==> src/rtl/bram_stream_reader.sv <==
// bram_stream_reader
//   Read-side controller for a single-port block RAM with a 1-cycle registered
//   read. On a start command it walks a contiguous address range, wrapping at
//   p_RAM_DEPTH-1. It streams the returned words out over valid/ready through a
//   2-entry buffer and flags the final word with o_last.
//
// Ports
//   i_clk, i_rstn        clock, asynchronous active-low reset
//   i_start              command strobe, only honoured in IDLE
//   in_start_addr/in_len first address / word count (0 legal)
//   o_busy, o_done       command in progress / one-cycle completion pulse
//   on_bram_addr         RAM address (registered)
//   o_bram_wren          RAM write enable, always 0
//   in_bram_data         RAM read data, valid the cycle after its address
//   on_data/o_valid/o_last/i_ready  output stream
module bram_stream_reader #(
  parameter int p_RAM_WIDTH = 8,
  parameter int p_RAM_DEPTH = 32,
  localparam int AW = $clog2(p_RAM_DEPTH),
  localparam int LW = AW + 1
) (
  input  logic                   i_clk,
  input  logic                   i_rstn,
  input  logic                   i_start,
  input  logic [AW-1:0]          in_start_addr,
  input  logic [LW-1:0]          in_len,
  output logic                   o_busy,
  output logic                   o_done,
  output logic [AW-1:0]          on_bram_addr,
  output logic                   o_bram_wren,
  input  logic [p_RAM_WIDTH-1:0] in_bram_data,
  output logic [p_RAM_WIDTH-1:0] on_data,
  output logic                   o_valid,
  output logic                   o_last,
  input  logic                   i_ready
);

  typedef enum logic [1:0] {S_IDLE, S_READ, S_DRAIN, S_DONE} state_t;

  state_t state, state_nx;

  logic [AW-1:0] addr, addr_nx;
  logic [LW-1:0] len_q, issue_cnt;
  logic          infl, infl_last;   // word on the RAM data bus, to be captured
  logic [1:0][p_RAM_WIDTH-1:0] fifo_data;
  logic [1:0]    fifo_last;
  logic          wr_ptr, rd_ptr;
  logic [1:0]    fifo_cnt;
  logic [1:0]    occ;
  logic          hs, issue, issue_last, head_last, push;

  assign hs         = o_valid & i_ready;
  assign push       = infl;
  assign occ        = fifo_cnt + {1'b0, infl};
  assign issue_last = (issue_cnt == len_q - LW'(1));
  assign head_last  = fifo_last[rd_ptr];

  // The address currently on the port is counted as a read when issued; at most
  // two words may be outstanding (buffered + on the bus), but a pop in the same
  // cycle frees a slot so the stream sustains one word per clock.
  assign issue = (state == S_READ) && (issue_cnt < len_q) &&
                 ((occ < 2'd2) || hs);

  assign addr_nx = (addr == AW'(p_RAM_DEPTH - 1)) ? '0 : addr + AW'(1);

  always_ff @(posedge i_clk or negedge i_rstn) begin
    if (!i_rstn) state <= S_IDLE;
    else         state <= state_nx;
  end

  always_comb begin
    state_nx = state;
    case (state)
      S_IDLE:  if (i_start) state_nx = (in_len == '0) ? S_DONE : S_READ;
      S_READ: begin
        if (hs && head_last)          state_nx = S_DONE;
        else if (issue && issue_last) state_nx = S_DRAIN;
      end
      S_DRAIN: if (hs && head_last) state_nx = S_DONE;
      S_DONE:  state_nx = S_IDLE;
      default: state_nx = S_IDLE;
    endcase
  end

  // Command registers and address walker
  always_ff @(posedge i_clk or negedge i_rstn) begin
    if (!i_rstn) begin
      addr      <= '0;
      len_q     <= '0;
      issue_cnt <= '0;
      infl      <= 1'b0;
      infl_last <= 1'b0;
    end else begin
      if (state == S_IDLE && i_start) begin
        addr      <= in_start_addr;
        len_q     <= in_len;
        issue_cnt <= '0;
      end else if (issue) begin
        addr      <= addr_nx;
        issue_cnt <= issue_cnt + LW'(1);
      end
      infl      <= issue;
      infl_last <= issue & issue_last;
    end
  end

  // 2-entry output buffer; the last flag travels with its word
  always_ff @(posedge i_clk or negedge i_rstn) begin
    if (!i_rstn) begin
      fifo_data <= '0;
      fifo_last <= '0;
      wr_ptr    <= 1'b0;
      rd_ptr    <= 1'b0;
      fifo_cnt  <= '0;
    end else begin
      if (push) begin
        fifo_data[wr_ptr] <= in_bram_data;
        fifo_last[wr_ptr] <= infl_last;
        wr_ptr            <= ~wr_ptr;
      end
      if (hs) rd_ptr <= ~rd_ptr;
      case ({push, hs})
        2'b10:   fifo_cnt <= fifo_cnt + 2'd1;
        2'b01:   fifo_cnt <= fifo_cnt - 2'd1;
        default: fifo_cnt <= fifo_cnt;
      endcase
    end
  end

  assign o_valid      = (fifo_cnt != 2'd0);
  assign on_data      = fifo_data[rd_ptr];
  assign o_last       = o_valid & head_last;
  assign o_busy       = (state == S_READ) || (state == S_DRAIN);
  assign o_done       = (state == S_DONE);
  assign on_bram_addr = addr;
  assign o_bram_wren  = 1'b0;

endmodule

==> config.mk <==
export PLATFORM = sky130hd
export DESIGN_NAME = bram_stream_reader
export DESIGN_NICKNAME = d
export VERILOG_FILES = /design/src/rtl/bram_stream_reader.sv
export SDC_FILE = /design/constraint.sdc
export NUM_CORES = 1
export LEC_CHECK = 0
export ABC_AREA = 0
export BUFFER_PORTS_ARGS = -buffer_cell sky130_fd_sc_hd__clkbuf_2
export CORE_MARGIN = 2
export CORE_UTILIZATION = 31
export CTS_CLUSTER_SIZE = 24
export DETAILED_ROUTE_END_ITERATION = 7
export GPL_TIMING_DRIVEN = 0
export SLEW_MARGIN = 20
export SYNTH_ARGS = -nofsm -noshare
export SYNTH_HDL_FRONTEND = slang
export SYNTH_SLANG_ARGS = --single-unit
==> constraint.sdc <==
create_clock -name i_clk -period 5.3 [get_ports i_clk]
set_input_delay 0 -clock i_clk [delete_from_list [all_inputs] [get_ports i_clk]]
set_output_delay 0 -clock i_clk [all_outputs]
set_load 0.01 [all_outputs]
# After elaboration in Yosys (flattened, before gate mapping)
# Cells that the tools add are included.
word_totals:
  reg_bits: 43
  latch_bits: 0
  mem_bits_rw: 0
  romBits: 0
  output_inout_bits: 18
  elab_cells: 74
  mem_count: 0
op_classes:
  add_sub_neg: 6
  multipliers: 0
  n_div: 0
  magnitude_cmp: 5
  eq_ne: 10
  shifts: 0
  n_mux: 22
  bitwise_logic: 5
  n_reduce_logical: 14
op_table:
  columns: ["operator", "count"]
  rows:
  - ["$mux 8", 3]
  - ["$bwmux 16", 1]
  - ["$mux 5", 3]
  - ["$mux 6", 2]
  - ["$mux 2", 5]
  - ["$demux 8 s1", 1]
  - ["$pmux 2 s4", 1]
  - ["$add 6x1->6 const B", 1]
  - ["$eq 2x2->1 const B", 3]
  - ["$eq 6x6->1", 1]
  - ["$logic_and 1x1->1", 6]
  - ["$logic_not 6->1", 1]
  - ["$lt 6x6->1", 1]
  - ["$reduce_bool 2->1", 3]
  - ["$sub 6x1->6 const B", 1]
  - ["$add 5x1->5 const B", 1]
  - ["$eq 5x5->1 const B", 1]
  - ["$eq 2x1->1 const B", 2]
  - ["$lt 1x2->1 const B", 2]
  - ["$ne 2x2->1 const B", 2]
  - ["$pmux 2 s2", 1]
  - ["$and 1x1->1", 3]
  - ["$mux 1", 3]
  - ["$ne 3x3->1 const B", 1]
  - ["11 further kinds", 13]

# Depth between registers and ports, before layout
logic_depth:
  ltp_word: 8
  depth_mapped: 9
  depth_no_buf: 8

# Worst setup path before layout
# No wires, ideal clock.
synth_timing:
  path_kind: "register -> register"
  from: "register len_q[3]"
  to: "register state[0]"
  setup_ps: 94
  arrival_ps: 2061
  required_ps: 5206
  slack_ps: 3145
  stages_incl_launch_ff: 9
  period_less_slack_ps: 2155
  cell_sequence: "dfrtp_1 > inv_1 > ha_1 > and4_1 > o21ai_0 > nand4_1 > a2111oi_4 > o21ai_2 > a221oi_2"
synth_between:
  elab_chain_len: 6
synth_lines:
  columns: ["item", "line_no", "text"]
  rows:
  - ["from (decl)", "43", "logic [LW-1:0] len_q, issue_cnt;"]
  - ["from (signal assigned)", "96", "len_q <= in_len;"]
  - ["parallel branches: the longest is 3 deep, another holds $sub 6x1->6", null, null]
  - ["$logic_and 1x1->1 *", "77", "else if (issue && issue_last) state_nx = S_DRAIN;"]
  - ["$ne 3x3->1 (no source line) *", null, null]
  - ["$reduce_and 3->1 (no source line) *", null, null]
  - ["to (signal assigned)", "68", "else state <= state_nx;"]
  - ["to (decl)", "40", "state_t state, state_nx;"]
# Every way passes the cells marked *.
# A chain may end at the register's enable or synchronous reset.

# Final worst setup path
# Ends and elaborated chain as after synthesis.

==> reports/metrics.yaml <==
critical_path_arrival_ps: 2700
vias_per_cell: 4.69
cts_post_setup_buffers_inserted: 0
multi_input_comb_area_um2: 1210
drt-initial-drc-count: 31
reg2reg_from: "len_q[3]"
clkSinkCount: 43
timing_worst_slew_pin_value_ps: 972
h_tree_levels: 2
cp-startpoint: "len_q[3]"
number_of_antenna_violations_at_the_first_check_in_global_routing: 0
synthCells: 226
sum_neg_setup_slack_ps: 0
count_of_unresolved_drc_violations_after_routing: 0
post-route-period-util_pct: 46.8
fp.dieW_um: 91.7
hold_ws_ps: 25.0
ys.warnings.count: 0
dieHeight_um: 91.7
post_drt_wl_per_cell_um: 12.4
proportion_of_register_bits_with_asynchronous_set_or_reset_after_synthesis_pct: 100
timing.final.crit_period_ps: 2480
yosysTopAreaCellShare_pct: 45.1
cts.repair.resized: 0
mappedNetlistArea_um2: 2380
startpoint_kind_of_the_worst_setup_timing_path: "flip-flop"
place.gp.congestion: 0.777
routed_wirelength_um: 4860
globalRouteMet2Util_pct: 20.2
maxCapViolCount: 0
drt_pass1_iterations: 4
slew_viol_final: 0
numCtsBuffers: 5
globalRouteTotalUtil_pct: 12.5
cts_root_buf: "clkbuf_8"
detailroute.via_count: 1839
num_antenna_cells: 0
seqCellArea_um2: 1080
synth.lib_cells_used.distinct: 40
layout.nets: 331
dominantRegCellSynth: "dfrtp_1"
boundaryPins: 41
rsz0062_at_grt: "no"
setup_viol: 0
final_cell_count_no_fill: 392
layout-area-overhead-vs-synth_pct: 25.7
layout.filler_cells: 723
gr-usage-met1_pct: 16.7
grt-ovfl-total: 0
crit_path_end_kind: "flip-flop"
global_route.usage.met3_pct: 2.79
syn_area_per_cell_um2: 10.6
synth_seq_cells: 43
p_comb_share_pct: 50.1
worst_hold_startpoint: "i_start"
crit_type: "reg2reg"
floorplan.core_area_um2: 7370
clock_insertion_delay_worst_skew_ps: 300
synth_seq_area_share_pct: 45.1
hold_violations: 0
status: "completed"
dp.final_hpwl_um: 3530
yosys-top-cells-area: "dfrtp_1, mux2_2, ha_1"
grt_start_max_net_pins: 44
worst_ir_drop_vdd_uv: 245
final.setup_skew_ps: 8.05
cts_buffer_depth: 2
clkPwrFrac_pct: 13.4
clock_tree_from_tritoncts: "yes"
worst_setup_hold_path_clk_slew_ps: 90
floorplan.rows: 31
cellPowerDensity_nw_per_um2: 543
pwr-share-seq_pct: 36.5
first_global_vias: 1875
place.detailed.instances: 364
ant_nets: 0
io_buffer_count: 39
leakagePower_uw: 0.00138
power.share.switching_pct: 40.7
worst_ep_required_time_ps: 5510
slew_headroom_pct: 35.2
synth_edf_count: 0
yosysTopAreaCell: "dfrtp_1"
worst_hold_path_type: "in2reg"
grt_first_pass_wirelength_um: 8550
critical_path.max_fanout: 7
power_report.internal_total_uw: 966
max_freq_ghz: 0.403
starting_density_of_the_core_pct: 32.4
total_switching_power_uw: 663
drive_gt1_share_pct: 27.0
grt.busiest_layer: "met2"
syn_nets: 265
dieArea_um2: 8410
-- state kept, by name, indices dropped and copies added, names as in the netlist --
name and flops:
len_q 6, issue_cnt 6, infl_last 1, wr_ptr 1, fifo_cnt 2, infl 1
state 2, fifo_last 2, rd_ptr 1, on_bram_addr 5, fifo_data 16
-- placed cells by master, fill, tap and decap left out, drive strengths merged, types with 7 or more instances in the layout --
cell type and n:
xor2 7, dlygate4sd3 20, dfrtp 43, nor2 20, mux2 26, nand2 16
clkbuf 48, ha 16, o21ai 14, inv 17
-- worst max-delay path, cell delays in order (launching register included) --
cell       delay (ps)
dfrtp_1           460
inv_1             120
ha_1              320
and4_1            190
o21ai_0            80
nand4_1           300
a2111oi_4         520
o21ai_2           140
a221oi_2          270
-- cell families after synthesis --
group / Yosys count / share of synthesized area [%]
AND/OR/NAND/NOR: 66 / 13.7
flip-flops: 43 / 45.1
multiplexers: 32 / 14.8
AO/OA/AOI/OAI: 31 / 9.02
buffers and inverters: 24 / 3.99
adder cells (fa/ha/maj): 16 / 8.39
XOR/XNOR: 13 / 4.77
other: 1 / 0.157
-- Yosys cell counts (all sizes together), types with 2 or more instances --
master / instances
xnor2: 6
clkbuf: 5
or3: 2
nand3: 3
a21oi: 5
nor2: 20
inv: 16
buf: 3
nand2: 16
nand3b: 4
nor2b: 3
dfrtp: 43
and3: 2
a31oi: 4
mux2i: 6
ha: 16
nand4: 3
o21ai: 14
nand2b: 2
nor3: 6
mux2: 26
xor2: 7
-- power groups by stage --
stage                     sequential [uW]  clock (uW)  combinational (uW)
after floorplan                       580           0                 603
after global placement                594           0                 797
after detailed placement              599           0                 816
after CTS                             594         226                 832
after global routing                  619         245                 922
final                                 594         219                 816
-- what timing repair did --
| item | CTS | global route |
|---|---|---|
| hold buffers | 20 | 0 |
| endpoints found under the hold margin | 70 | 0 |
| setup endpoints to repair | 0 | 0 |
-- per-stage QoR --
step / worst slack (ps) / util, % / instance area, um2 / power [uW]
after detailed placement: 2810 / 36.7 / 2700 / 1420
after global placement: 2820 / 36.7 / 2700 / 1390
final: 2820 / 40.7 / 3000 / 1630
after floorplan: 3150 / - / 2380 / 1180
after global routing: 2580 / 40.7 / 3000 / 1790
after CTS: 2800 / 40.7 / 3000 / 1650
-- path summary, 6_finish.rpt --
kind,slack [ps],cells after the start,to
setup / recovery,2820,8,state[0]
hold / removal,20,3,on_bram_addr[2]
setup reg to reg,2820,8,state[0]
hold reg to reg,500,1,wr_ptr
max in group asynchronous,4310,2,issue_cnt[3]
min in group asynchronous,400,2,fifo_data[10]
-- layer usage --
metal  wire length (um)  share of wire (%)
met3                197                4.1
met4                 83                1.7
met2               2260                 46
met1               2320                 48
met5                  0                  0
-- layout make-up --
class,count,share of cell area [%]
Timing Repair Buffer,59,13.2
Tap cell,99,4.13
Multi-Input combinational cell,159,40.5
Clock buffer,5,2.30
Sequential cell,43,35.9
Clock inverter,3,0.793
Buffer,8,1.17
Inverter,16,2.00
Power figures use the tool's default switching activity.
